`src/rtl/cordic_rot_sched.sv`:
```
// Round-robin scheduler sharing one fixed-latency CORDIC rotator among NREQ requesters.
// Tags ride a valid pipe beside the rotator; results land in a FWFT FIFO guarded by credits.
module cordic_rot_sched #(
    parameter int NREQ       = 4,
    parameter int LAT        = 8,
    parameter int FIFO_DEPTH = 16,
    parameter int THETA_MAX  = 9944,
    localparam int TAGW      = (NREQ > 1) ? $clog2(NREQ) : 1
) (
    input  logic                 clk,
    input  logic                 rst,
    input  logic [NREQ-1:0]      req_valid,
    output logic [NREQ-1:0]      req_ready,
    input  logic [16*NREQ-1:0]   req_x,
    input  logic [16*NREQ-1:0]   req_y,
    input  logic [16*NREQ-1:0]   req_theta,
    output logic [15:0]          rot_x0,
    output logic [15:0]          rot_y0,
    output logic [15:0]          rot_theta,
    input  logic [15:0]          rot_xf,
    input  logic [15:0]          rot_yf,
    output logic                 res_valid,
    input  logic                 res_ready,
    output logic [15:0]          res_x,
    output logic [15:0]          res_y,
    output logic [TAGW-1:0]      res_tag,
    output logic                 res_err
);

    localparam int AW = $clog2(FIFO_DEPTH);
    localparam int CW = $clog2(FIFO_DEPTH + 1);
    localparam int EW = 33 + TAGW;

    logic [TAGW-1:0] ptr;
    logic [CW-1:0]   fifo_count;
    logic [CW-1:0]   inflight;
    logic            issue_ok;
    logic            grant_found;
    logic [TAGW-1:0] grant_idx;
    logic [TAGW-1:0] cand;
    logic [15:0]     sel_x;
    logic [15:0]     sel_y;
    logic [15:0]     sel_theta;

    logic [LAT:0]    pipe_v;
    logic [LAT:0]    pipe_err;
    logic [TAGW-1:0] pipe_tag [0:LAT];

    logic [EW-1:0]   mem [0:FIFO_DEPTH-1];
    logic [EW-1:0]   head;
    logic [AW-1:0]   wr_ptr;
    logic [AW-1:0]   rd_ptr;
    logic            push;
    logic            pop;

    // Credits cover both stored and in-flight results, so the FIFO can never be overrun.
    assign issue_ok = !rst &&
                      (({1'b0, fifo_count} + {1'b0, inflight}) < (CW+1)'(FIFO_DEPTH));

    always_comb begin
        grant_found = 1'b0;
        grant_idx   = '0;
        cand        = '0;
        if (issue_ok) begin
            for (int off = 1; off <= NREQ; off++) begin
                cand = TAGW'((int'(ptr) + off) % NREQ);
                if (!grant_found && req_valid[cand]) begin
                    grant_found = 1'b1;
                    grant_idx   = cand;
                end
            end
        end
    end

    always_comb begin
        req_ready = '0;
        if (grant_found) begin
            req_ready[grant_idx] = 1'b1;
        end
    end

    assign sel_x     = req_x[16*grant_idx +: 16];
    assign sel_y     = req_y[16*grant_idx +: 16];
    assign sel_theta = req_theta[16*grant_idx +: 16];

    always_ff @(posedge clk or posedge rst) begin
        if (rst) begin
            rot_x0    <= '0;
            rot_y0    <= '0;
            rot_theta <= '0;
            ptr       <= TAGW'(NREQ - 1);
            inflight  <= '0;
        end else begin
            if (grant_found) begin
                rot_x0    <= sel_x;
                rot_y0    <= sel_y;
                rot_theta <= sel_theta;
                ptr       <= grant_idx;
            end
            inflight <= inflight + CW'(grant_found) - CW'(pipe_v[LAT]);
        end
    end

    // The rotator never stalls, so the tag pipe shifts every clock to stay aligned with it.
    always_ff @(posedge clk or posedge rst) begin
        if (rst) begin
            pipe_v   <= '0;
            pipe_err <= '0;
            for (int i = 0; i <= LAT; i++) begin
                pipe_tag[i] <= '0;
            end
        end else begin
            pipe_v[0]   <= grant_found;
            pipe_err[0] <= grant_found && (sel_theta > 16'(THETA_MAX));
            pipe_tag[0] <= grant_idx;
            for (int i = 1; i <= LAT; i++) begin
                pipe_v[i]   <= pipe_v[i-1];
                pipe_err[i] <= pipe_err[i-1];
                pipe_tag[i] <= pipe_tag[i-1];
            end
        end
    end

    assign push = pipe_v[LAT];
    assign pop  = res_valid && res_ready;

    always_ff @(posedge clk) begin
        if (push) begin
            mem[wr_ptr] <= {rot_xf, rot_yf, pipe_tag[LAT], pipe_err[LAT]};
        end
    end

    always_ff @(posedge clk or posedge rst) begin
        if (rst) begin
            wr_ptr     <= '0;
            rd_ptr     <= '0;
            fifo_count <= '0;
        end else begin
            if (push) begin
                wr_ptr <= wr_ptr + 1'b1;
            end
            if (pop) begin
                rd_ptr <= rd_ptr + 1'b1;
            end
            fifo_count <= fifo_count + CW'(push) - CW'(pop);
        end
    end

    // Outputs are forced to zero while empty so reset and idle states look clean.
    assign head      = mem[rd_ptr];
    assign res_valid = (fifo_count != '0);
    assign res_x     = res_valid ? head[EW-1 -: 16]     : '0;
    assign res_y     = res_valid ? head[EW-17 -: 16]    : '0;
    assign res_tag   = res_valid ? head[TAGW:1]         : '0;
    assign res_err   = res_valid ? head[0]              : 1'b0;

endmodule

```
`config.mk`:
```
export PLATFORM = sky130hd
export DESIGN_NAME = cordic_rot_sched
export DESIGN_NICKNAME = d
export VERILOG_FILES = /design/src/rtl/cordic_rot_sched.sv
export SDC_FILE = /design/constraint.sdc
export NUM_CORES = 1
export LEC_CHECK = 0
export CAP_MARGIN = 15
export CORE_ASPECT_RATIO = 0.7
export CORE_MARGIN = 4
export CORE_UTILIZATION = 30
export DETAILED_ROUTE_END_ITERATION = 10
export GPL_ROUTABILITY_DRIVEN = 0
export PLACE_DENSITY_LB_ADDON = 0.2
export SLEW_MARGIN = 40
export SYNTH_ARGS = -nofsm -noshare
export SYNTH_HDL_FRONTEND = slang
export SYNTH_SLANG_ARGS = --single-unit
```
`constraint.sdc`:
```
create_clock -name clk -period 4.12 [get_ports clk]
set_input_delay 0.412 -clock clk [delete_from_list [all_inputs] [get_ports clk]]
set_output_delay 0.412 -clock clk [all_outputs]
set_load 0.005 [all_outputs]
```
==> flow_metrics.env <==
export IMPL_reg2reg_setup_slack_ns=0.80
export IMPL_grt_overflow_total=0
export IMPL_htreeDepth=3
export IMPL_holdBufCountCts=0
export IMPL_hpwl_um=43000
export IMPL_drive_gt1_share_pct=18.1
export IMPL_grt_max_degree=87
export IMPL_finalCritPeriodShare_pct=94.1
export IMPL_synth_top_area_cell="edfxtp_1"
export IMPL_fp_dieH_um=258
export IMPL_worst_pin_slew_ns=0.832
export IMPL_status="finished, final reports clean"
export IMPL_pin_count=319
export IMPL_postSynth_asyncResetShare_pct=15.7
export IMPL_core_sq_um=88500
export IMPL_arrival_ns=3.46
export IMPL_yosys_top_cells_count="edfxtp_1 (560), nand2_1 (245), mux4_2 (175)"
export IMPL_first_pass_iters=5
export IMPL_fin_crit_ns=3.88
export IMPL_synth_edf_count=560
export IMPL_cp_max_fo=22
export IMPL_vias=14761
export IMPL_peakVddDrop_v=0.000276
export IMPL_nNetsFinal=2100
export IMPL_synth_top_area_share_pct=62.6
export IMPL_clock_fmax_mhz=258
export IMPL_rows=91
export IMPL_relSlewSlack_pct=44.5
export IMPL_maxSlewViolCount=0
export IMPL_cts_root_buf="clkbuf_16"
export IMPL_syn_nets=1766
export IMPL_antenna_found_initial=4
export IMPL_grt_pass1_vias=15753
export IMPL_cts_sinks=664
export IMPL_io_buffers=318
export IMPL_clk_latency_ns=0.61
export IMPL_crit_path_start_kind="flop"
export IMPL_cellPowerDensity_nw_per_um2=657
export IMPL_yosysMostFrequentCell="edfxtp_1"
export IMPL_synth_seq_cells=664
export IMPL_placed_cells=2938
export IMPL_setup_viol=0
export IMPL_clk_pin_slew_ns=0.06
export IMPL_worstHoldPathType="in -> async"
export IMPL_reg2reg_to="rot_x0[3]"
export IMPL_cts_tree="yes"
export IMPL_antenna_left=0
export IMPL_r2r_start="fifo_count[4]"
export IMPL_drcViolationCount=0
export IMPL_synthCells=1513
export IMPL_final_hold_viol_count=0
export IMPL_power_total_uw=22200
export IMPL_end_kind="output port"
export IMPL_maxCapViolCount=0
export IMPL_syn_area_sq_um=26900
export IMPL_synthFlopType="edfxtp_1"
export IMPL_grt_pass1_wl_um=105000
export IMPL_synth_avg_cell_area_sq_um=17.7
export IMPL_fin_tns_setup_ns=0
export IMPL_fin_cells=3060
export IMPL_crit_type="reg -> out"
export IMPL_rsz0062_at_grt="no"
export IMPL_area_delta_synth_final_pct=25.6
export IMPL_p_leak_uw=0.0116
export IMPL_netlist_cell_type_count=55
export IMPL_fin_util_pct=38.1
export IMPL_ys_top_cells_by_area="edfxtp_1 (63%), mux4_2 (15%), dfrtp_1 (9.5%)"
export IMPL_reg2reg_depth=12
export IMPL_track_usage_pct=15.0
export IMPL_clock_path_buffers=3
export IMPL_yosysSeqAreaShare_pct=72.3
export IMPL_via_per_inst=4.82
export IMPL_ys_warn_count=0
export IMPL_die_area_sq_um=94400
export IMPL_routedWlPerCell_um=23.2
export IMPL_drtIter0Drc=1066
export IMPL_cts_made_buffers=69
export IMPL_floorplan_initialDensity_pct=30.4
export IMPL_critPathRequiredTime_ns=3.71
export IMPL_dieWidth_um=366
export IMPL_routed_wl_um=71100
export IMPL_skew_ns=0.0225
==> per-stage QoR <==
stage          worst slack [ns]  hold slack, ns  cell area [sq um]
6_report                  0.243           0.327              33700
5_1_grt                 0.00420           0.351              33700
4_1_cts                  0.0354           0.339              33700
3_5_place_dp              0.530           0.335              31500
3_3_place_gp              0.541           0.332              31500
2_1_floorplan             0.828           0.331              26900
==> state kept, by name, indices dropped and copies added (netlist names) <==
signal / flops
fifo_count: 5
inflight: 5
mem: 560
pipe_err: 9
pipe_tag: 18
pipe_v: 9
ptr: 2
rd_ptr: 4
rot_theta: 16
rot_x0: 16
rot_y0: 16
wr_ptr: 4
==> cell type report <==
class	instances	area [sq um]
clock buffer	87	1880
sequential	664	19400
antenna	1	2.50
multi-input combinational	741	7000
timing repair buffer	351	3580
tap	1162	1450
inverter	20	100
fill	8099	54700
clock inverter	34	289
==> worst max path at each step <==
stage,from,end,slack [ns],cells after the start
global route,fifo_count[4],req_ready[2],0.004,9
finish,fifo_count[1],req_ready[2],0.24,8
detailed placement,rst,rot_y0[7],0.53,12
CTS,fifo_count[1],req_ready[2],0.04,8
floorplan,fifo_count[4],inflight[4],0.83,14
global placement,req_valid[0],req_ready[2],0.54,8
==> metal layers <==
| layer | track usage (%) | wire length (um) | vias to the layer above |
|---|---|---|---|
| met5 | 0 | 20 | - |
| met4 | 3.50 | 1340 | 4 |
| met3 | 3.59 | 4080 | 92 |
| met1 | 21.0 | 32100 | 7685 |
| li1 | - | - | 6555 |
| met2 | 23.7 | 33500 | 425 |
==> critical path, cell delays in order, from the launching register on <==
cell	delay [ns]
dfrtp_1	0.46
ha_1	0.32
and4_1	0.16
o21ai_2	0.23
nand2_1	0.07
or3_2	0.56
buf_4	0.25
nor2_1	0.25
clkdlybuf4s50_1	0.56
==> cells in the final DEF, fill, tap and decap left out, drive strengths merged, types with 3 or more instances in the layout <==
cell | Yosys | final
nand2b | 3 | 3
nand4 | 3 | 3
xor2 | 4 | 4
nor3 | 4 | 4
and2 | 53 | 53
clkdlybuf4s50 | 0 | 318
buf | 42 | 33
inv | 19 | 22
mux4 | 175 | 175
bufinv | 0 | 4
a22o | 11 | 11
o21ai | 55 | 55
a22oi | 3 | 3
a21o | 4 | 4
a21oi | 31 | 31
nor4 | 3 | 3
nor3b | 3 | 3
xnor2 | 10 | 10
dfrtp | 102 | 102
clkinv | 1 | 27
clkbuf | 46 | 87
edfxtp | 560 | 560
nand2 | 246 | 246
nand3 | 84 | 84
ha | 20 | 20
nor2 | 9 | 9
==> cell families (layout without fill, tap and decap cells) <==
group	count (synthesis)	count (layout)	synth area share (%)
AO/OA/AOI/OAI	108	108	2.37
XOR/XNOR	14	14	0.457
adder cells (fa/ha/maj)	22	22	1.08
buffers and inverters	108	492	1.79
flip-flops	664	664	72.3
multiplexers	178	178	14.8
other	0	1	0
AND/OR/NAND/NOR	419	419	7.18
==> where the power goes <==
group | switching, uW | internal (uW)
combinational | 3530 | 4010
clock | 2550 | 3480
sequential | 529 | 8080
total | 6610 | 15600
==> repair_timing <==
item | CTS | global route
gates resized for setup | 0 | 5
endpoints found under the hold margin | 0 | 0
buffers inserted | 0 | 0
endpoints found under the setup margin | 0 | 5
Power figures use the tool's default switching activity.
==> edit 1: new RTL, config.mk and constraints unchanged <==
Register the output `res_err`, without a reset; this adds one clock of latency there. The other outputs are not delayed to match.
--- a/src/rtl/cordic_rot_sched.sv
+++ b/src/rtl/cordic_rot_sched.sv
@@ -153,5 +153,7 @@
     assign res_y     = res_valid ? head[EW-17 -: 16]    : '0;
     assign res_tag   = res_valid ? head[TAGW:1]         : '0;
-    assign res_err   = res_valid ? head[0]              : 1'b0;
+    always_ff @(posedge clk) begin
+        res_err <= res_valid ? head[0]              : 1'b0;
+    end
 
 endmodule
Function: not settled (the Yosys comparison gave no result); the edit may change what the design does.
==> edit 1 against the unedited design <==
Wire length grew 3.1%. Via count is 0.20% lower. Cell area is 0.77% higher. Die area up 0.21%. Worst setup slack improved by 65 ps. First-iteration DRC count up 12%. Sequential cell count increased by 1. Area after synthesis increased by 0.21%. Combinational power grew 4.1%. Power grew 2.2%.
==> edit 1: results (changes against the unedited design) <==
.. list-table::
   :header-rows: 1

   * - Metric
     - Value
   * - Status
     - finished, final reports clean
   * - Master of the slowest instance on the critical path
     - clkdlybuf4s50_1
   * - Relative slew margins
     - 0.4408 (-0.004710)
   * - Setup slack on the worst flop-to-flop path
     - 750 ps (-50 ps)
   * - Library cells used by synthesis
     - 63 (+15%)
   * - Met1 usage
     - 0.2215 (+0.01176)
   * - Pin count of the biggest net entering global routing
     - 66 (-24%)
   * - Post-placement cell area
     - 31720 sq um (+0.55%)
   * - Total CTS buffers
     - 69 (unchanged)
   * - Overall via count from detail_route
     - 14730 (-0.20%)
   * - Top cells by instance count after synthesis
     - edfxtp_1, mux4_2, dfrtp_1, nor2_1, clkbuf_1
   * - Worst Hold Margin
     - 340.9 ps (+14.11 ps)
   * - Worst path max stage delay
     - 600 ps (+40 ps)
   * - DP Worst Slack
     - 426.4 ps (-104.0 ps)
   * - Async S/R FF share, synth
     - 0.1564 (-0.0002355)
   * - Post-synth net total
     - 1672 (-5.3%)
   * - Violation count after the first detailed-route iteration
     - 1190 (+12%)
   * - Detailed-route wire length
     - 73270 um (+3.1%)
   * - Number of antenna violations at the first check in global routing
     - 3 (-1)
   * - Worst IR Drop VDD
     - 0.3358 mV (+22%)
   * - Count of nets after finishing
     - 2027 (-3.5%)
   * - Leakage power of the design
     - 11.37 nW (-1.8%)
   * - Final worst clock skew
     - 15.09 ps (-7.365 ps)
   * - Met3 usage
     - 0.03511 (-0.0007887)
   * - R2r worst-path depth
     - 10 (-2)
   * - Hold Path End
     - pipe_tag[0]
   * - Largest driver fanout on the critical path
     - 14 (-36%)
   * - Sequential share of the synthesized area
     - 0.7224 (-0.0008029)
   * - Library cell with the largest summed area after synthesis
     - edfxtp_1
   * - Kind of path behind the tightest hold check
     - reg -> reg
   * - End of the worst register-to-register path
     - inflight[4]
   * - Number of iterations in the first detailed-routing pass
     - 5 (unchanged)
   * - Wire length of the first global-routing pass
     - 107400 um (+2.4%)
   * - HPWL after detailed placement
     - 45850 um (+6.5%)
   * - Fraction of layout instances using a drive strength above 1
     - 0.1983 (+0.01744)
==> edit 1: changes by cell type in the layout (fill, tap and decap cells not counted), sizes merged, moves of 16 or more <==
cell / change
mux2i: +31
a21oi: -22
buf: +16
a221oi: +33
nand2: -186
nor2: +67
nand3: -70
==> edit 1: stage by stage <==
stage	total power, mW	std cells
after global routing	23.96	2994
after detailed placement	16.80	2863
final	22.67	2996
after global placement	16.71	2860
after floorplan	13.33	1419
after CTS	23.03	2991
==> edit 1: how the worst max path moves through the flow <==
stage                     depth (start not counted)  slack, ps          start           end
after global placement                           10        530   req_valid[0]   pipe_err[0]
final                                             6        310  fifo_count[4]  req_ready[1]
after CTS                                         5         10      rd_ptr[0]     res_x[15]
after global routing                              7        130  fifo_count[1]  req_ready[0]
after floorplan                                  14        470  fifo_count[4]   inflight[4]
after detailed placement                         10        430   req_valid[0]   pipe_err[0]
==> edit 1: power breakdown <==
part / switching, mW / total, mW / internal (mW)
sequential: 0.584 / 8.69 / 8.11
combinational: 3.69 / 7.84 / 4.15
clock: 2.58 / 6.14 / 3.56
total: 6.86 / 22.7 / 15.8
==> edit 1: worst reg2reg max path: cells and delay by family, from the launching register on <==
| kind | cells | cell delay (ps) |
|---|---|---|
| and+or+nand+nor | 2 | 1120 |
| buffers and inverters | 1 | 40 |
| xor gates and xnor gates | 1 | 140 |
| DFF | 1 | 410 |
| AOI/OAI and AO/OA | 2 | 350 |
| adders and majority gates | 4 | 1240 |
==> edit 1: logic make-up (layout without fill, tap and decap cells) <==
| group | after synthesis | in the layout | share of synthesized area |
|---|---|---|---|
| flip-flops | 665 | 665 | 0.7224 |
| AND/OR/NAND/NOR | 239 | 239 | 0.04380 |
| multiplexers | 210 | 210 | 0.1596 |
| AO/OA/AOI/OAI | 161 | 161 | 0.04236 |
| buffers and inverters | 108 | 520 | 0.01650 |
| adder cells (fa/ha/maj) | 22 | 22 | 0.01079 |
| XOR/XNOR | 14 | 14 | 0.004556 |
| other | 0 | 3 | 0 |
==> edit 1: routing by layer <==
layer  up-vias  share of wire  wire [um]
met5         -        0.00018         13
met4         2          0.015       1117
met3        82          0.057       4144
met2       406           0.46      33990
met1      7788           0.46      34010
li1       6454              -          -
==> edit 1: layout make-up <==
class | instances | area, sq um
clock inverter | 30 | 246.5
timing repair buffer | 367 | 3689
antenna | 3 | 7.507
sequential | 665 | 19450
inverter | 25 | 96.34
clock buffer | 98 | 1981
tap | 1162 | 1454
fill | 8036 | 54480
multi-input combinational | 646 | 7067
==> edit 1: what timing repair did <==
item,CTS,global route
hold buffers,0,0
gates resized for setup,0,1
setup endpoints to repair,0,6
setup buffers,0,1
==> edit 2: new RTL, same settings <==
Without the edit above. Change the parameter `FIFO_DEPTH` from 16 to 32.
--- a/src/rtl/cordic_rot_sched.sv
+++ b/src/rtl/cordic_rot_sched.sv
@@ -4,5 +4,5 @@
     parameter int NREQ       = 4,
     parameter int LAT        = 8,
-    parameter int FIFO_DEPTH = 16,
+    parameter int FIFO_DEPTH = 32,
     parameter int THETA_MAX  = 9944,
     localparam int TAGW      = (NREQ > 1) ? $clog2(NREQ) : 1
Function: not settled (the Yosys comparison gave no result); the edit may change what the design does.
==> edit 2 against the unedited design <==
Sequential share of layout area is 3.6 points higher. Power rose by 77%. Cell area up 76%. Area after synthesis is 80% higher. Utilization fell by 0.77 points. Sequential cell count is 564 higher. Count of clock-buffer cells in the layout grew 60. Wire length grew 96%. Die area rose by 77%. Worst setup slack got worse by 130 ps. Combinational power rose by 75%. Largest power group unchanged.
==> edit 2: results (changes against the unedited design) <==
.. list-table::
   :header-rows: 1

   * - Metric
     - Value
   * - Top cells by instance count after synthesis
     - edfxtp_1, mux4_2, nand2_1, dfrtp_1, clkbuf_1
   * - Metal3 WL
     - 9596 um (+140%)
   * - Library cells used by synthesis
     - 52 (-5.5%)
   * - Met1 usage
     - 0.2356 (+0.02582)
   * - End of the worst register-to-register path
     - pipe_err[0]
   * - Clock distribution power
     - 10.7 mW (+77%)
   * - Launch instance of the worst register-to-register path
     - fifo_count[5]
   * - Number of warnings printed during yosys synthesis
     - 0 (unchanged)
   * - Relative slew margins
     - 0.4413 (-0.004228)
   * - Final critical-path required period
     - 4008 ps (+131.5 ps)
   * - Pin count of the biggest net entering global routing
     - 89 (+2.3%)
   * - Overall routing resource usage
     - 0.1650 (+0.01517)
   * - HPWL after detailed placement
     - 82270 um (+91%)
   * - Leakage power of the design
     - 19.51 nW (+68%)
   * - Seq group
     - 15.3 mW (+78%)
   * - Post-synth EDFFs
     - 1120 (+100%)
   * - Clock insertion delay at the later pin of the skew report
     - 740 ps (+130 ps)
   * - Total CTS buffers
     - 119 (+72%)
   * - Detailed-route wire length
     - 139200 um (+96%)
   * - Worst IR Drop VDD
     - 0.3427 mV (+24%)
   * - Vias in the first global route
     - 26190 (+66%)
   * - R2r worst-path depth
     - 11 (-1)
   * - Sequential share of the synthesized area
     - 0.7524 (+0.02915)
   * - Met3 usage
     - 0.04073 (+0.004826)
   * - Fraction of layout instances using a drive strength above 1
     - 0.2656 (+0.08479)
   * - Number of antenna violations at the first check in global routing
     - 15 (+11)
   * - Post-CTS Resized
     - 33 (+33)
   * - Total instance count after detailed placement
     - 4754 (+62%)
   * - Setup crit end
     - res_x[11]
   * - Wire length of the first global-routing pass
     - 196900 um (+88%)
   * - DP Worst Slack
     - 164.2 ps (-366.2 ps)
   * - Syn_area_per_cell
     - 20.59 sq um (+16%)
   * - Post-route met1 wirelength
     - 62550 um (+95%)
   * - Post-synth net total
     - 2603 (+47%)
   * - Overall via count from detail_route
     - 25140 (+70%)
   * - Total setup buffers inserted after CTS
     - 9 (+9)
   * - Pwr Density
     - 659.0 nW/um^2 (+0.23%)
   * - Critical Path Source
     - rd_ptr[0]
   * - Largest registers in the final layout
     - mem (1120), pipe_tag (18)
   * - Status
     - finished, final reports clean
   * - GR met2 Demand/Resource
     - 0.2556 (+0.01834)
   * - Data arrival time of the critical path
     - 3600 ps (+140 ps)
   * - Switch share
     - 0.3026 (+0.004618)
   * - Largest driver fanout on the critical path
     - 14 (-36%)
   * - Count of nets after finishing
     - 3041 (+45%)
   * - Vias per inst
     - 5.030 (+4.3%)
   * - Largest cells by area after synthesis
     - edfxtp_1, mux4_2, dfrtp_1
   * - Final worst clock skew
     - 28.28 ps (+5.820 ps)
edit 2: layout make-up:
cell class | count | area, sq um | share of cell area
Sequential cell | 1228 | 36360 | 0.6118
Clock inverter | 74 | 665.6 | 0.01120
Timing Repair Buffer | 446 | 4731 | 0.07961
Multi-Input combinational cell | 956 | 11740 | 0.1975
Antenna cell | 6 | 15.01 | 0.0002526
Inverter | 33 | 145.1 | 0.002442
Tap cell | 2108 | 2638 | 0.04438
Clock buffer | 147 | 3136 | 0.05276
edit 2: logic make-up (layout without fill, tap and decap cells):
logic type,Yosys count,count (layout),synth area share
mux,413,413,0.1765
xor+xnor,16,16,0.002901
other cells,0,6,0
compound gates,100,100,0.01301
simple gates,401,401,0.03521
buf+inv,162,700,0.01293
flops,1228,1228,0.7524
fa+ha+maj,26,26,0.007047
edit 2: critical path: stages (launching register included):
cell and delay (ps):
dfrtp_4 480, buf_12 190, buf_12 140, buf_12 170
mux4_2 530, mux4_2 550, mux2i_4 230, nor2_1 60
clkdlybuf4s50_1 480
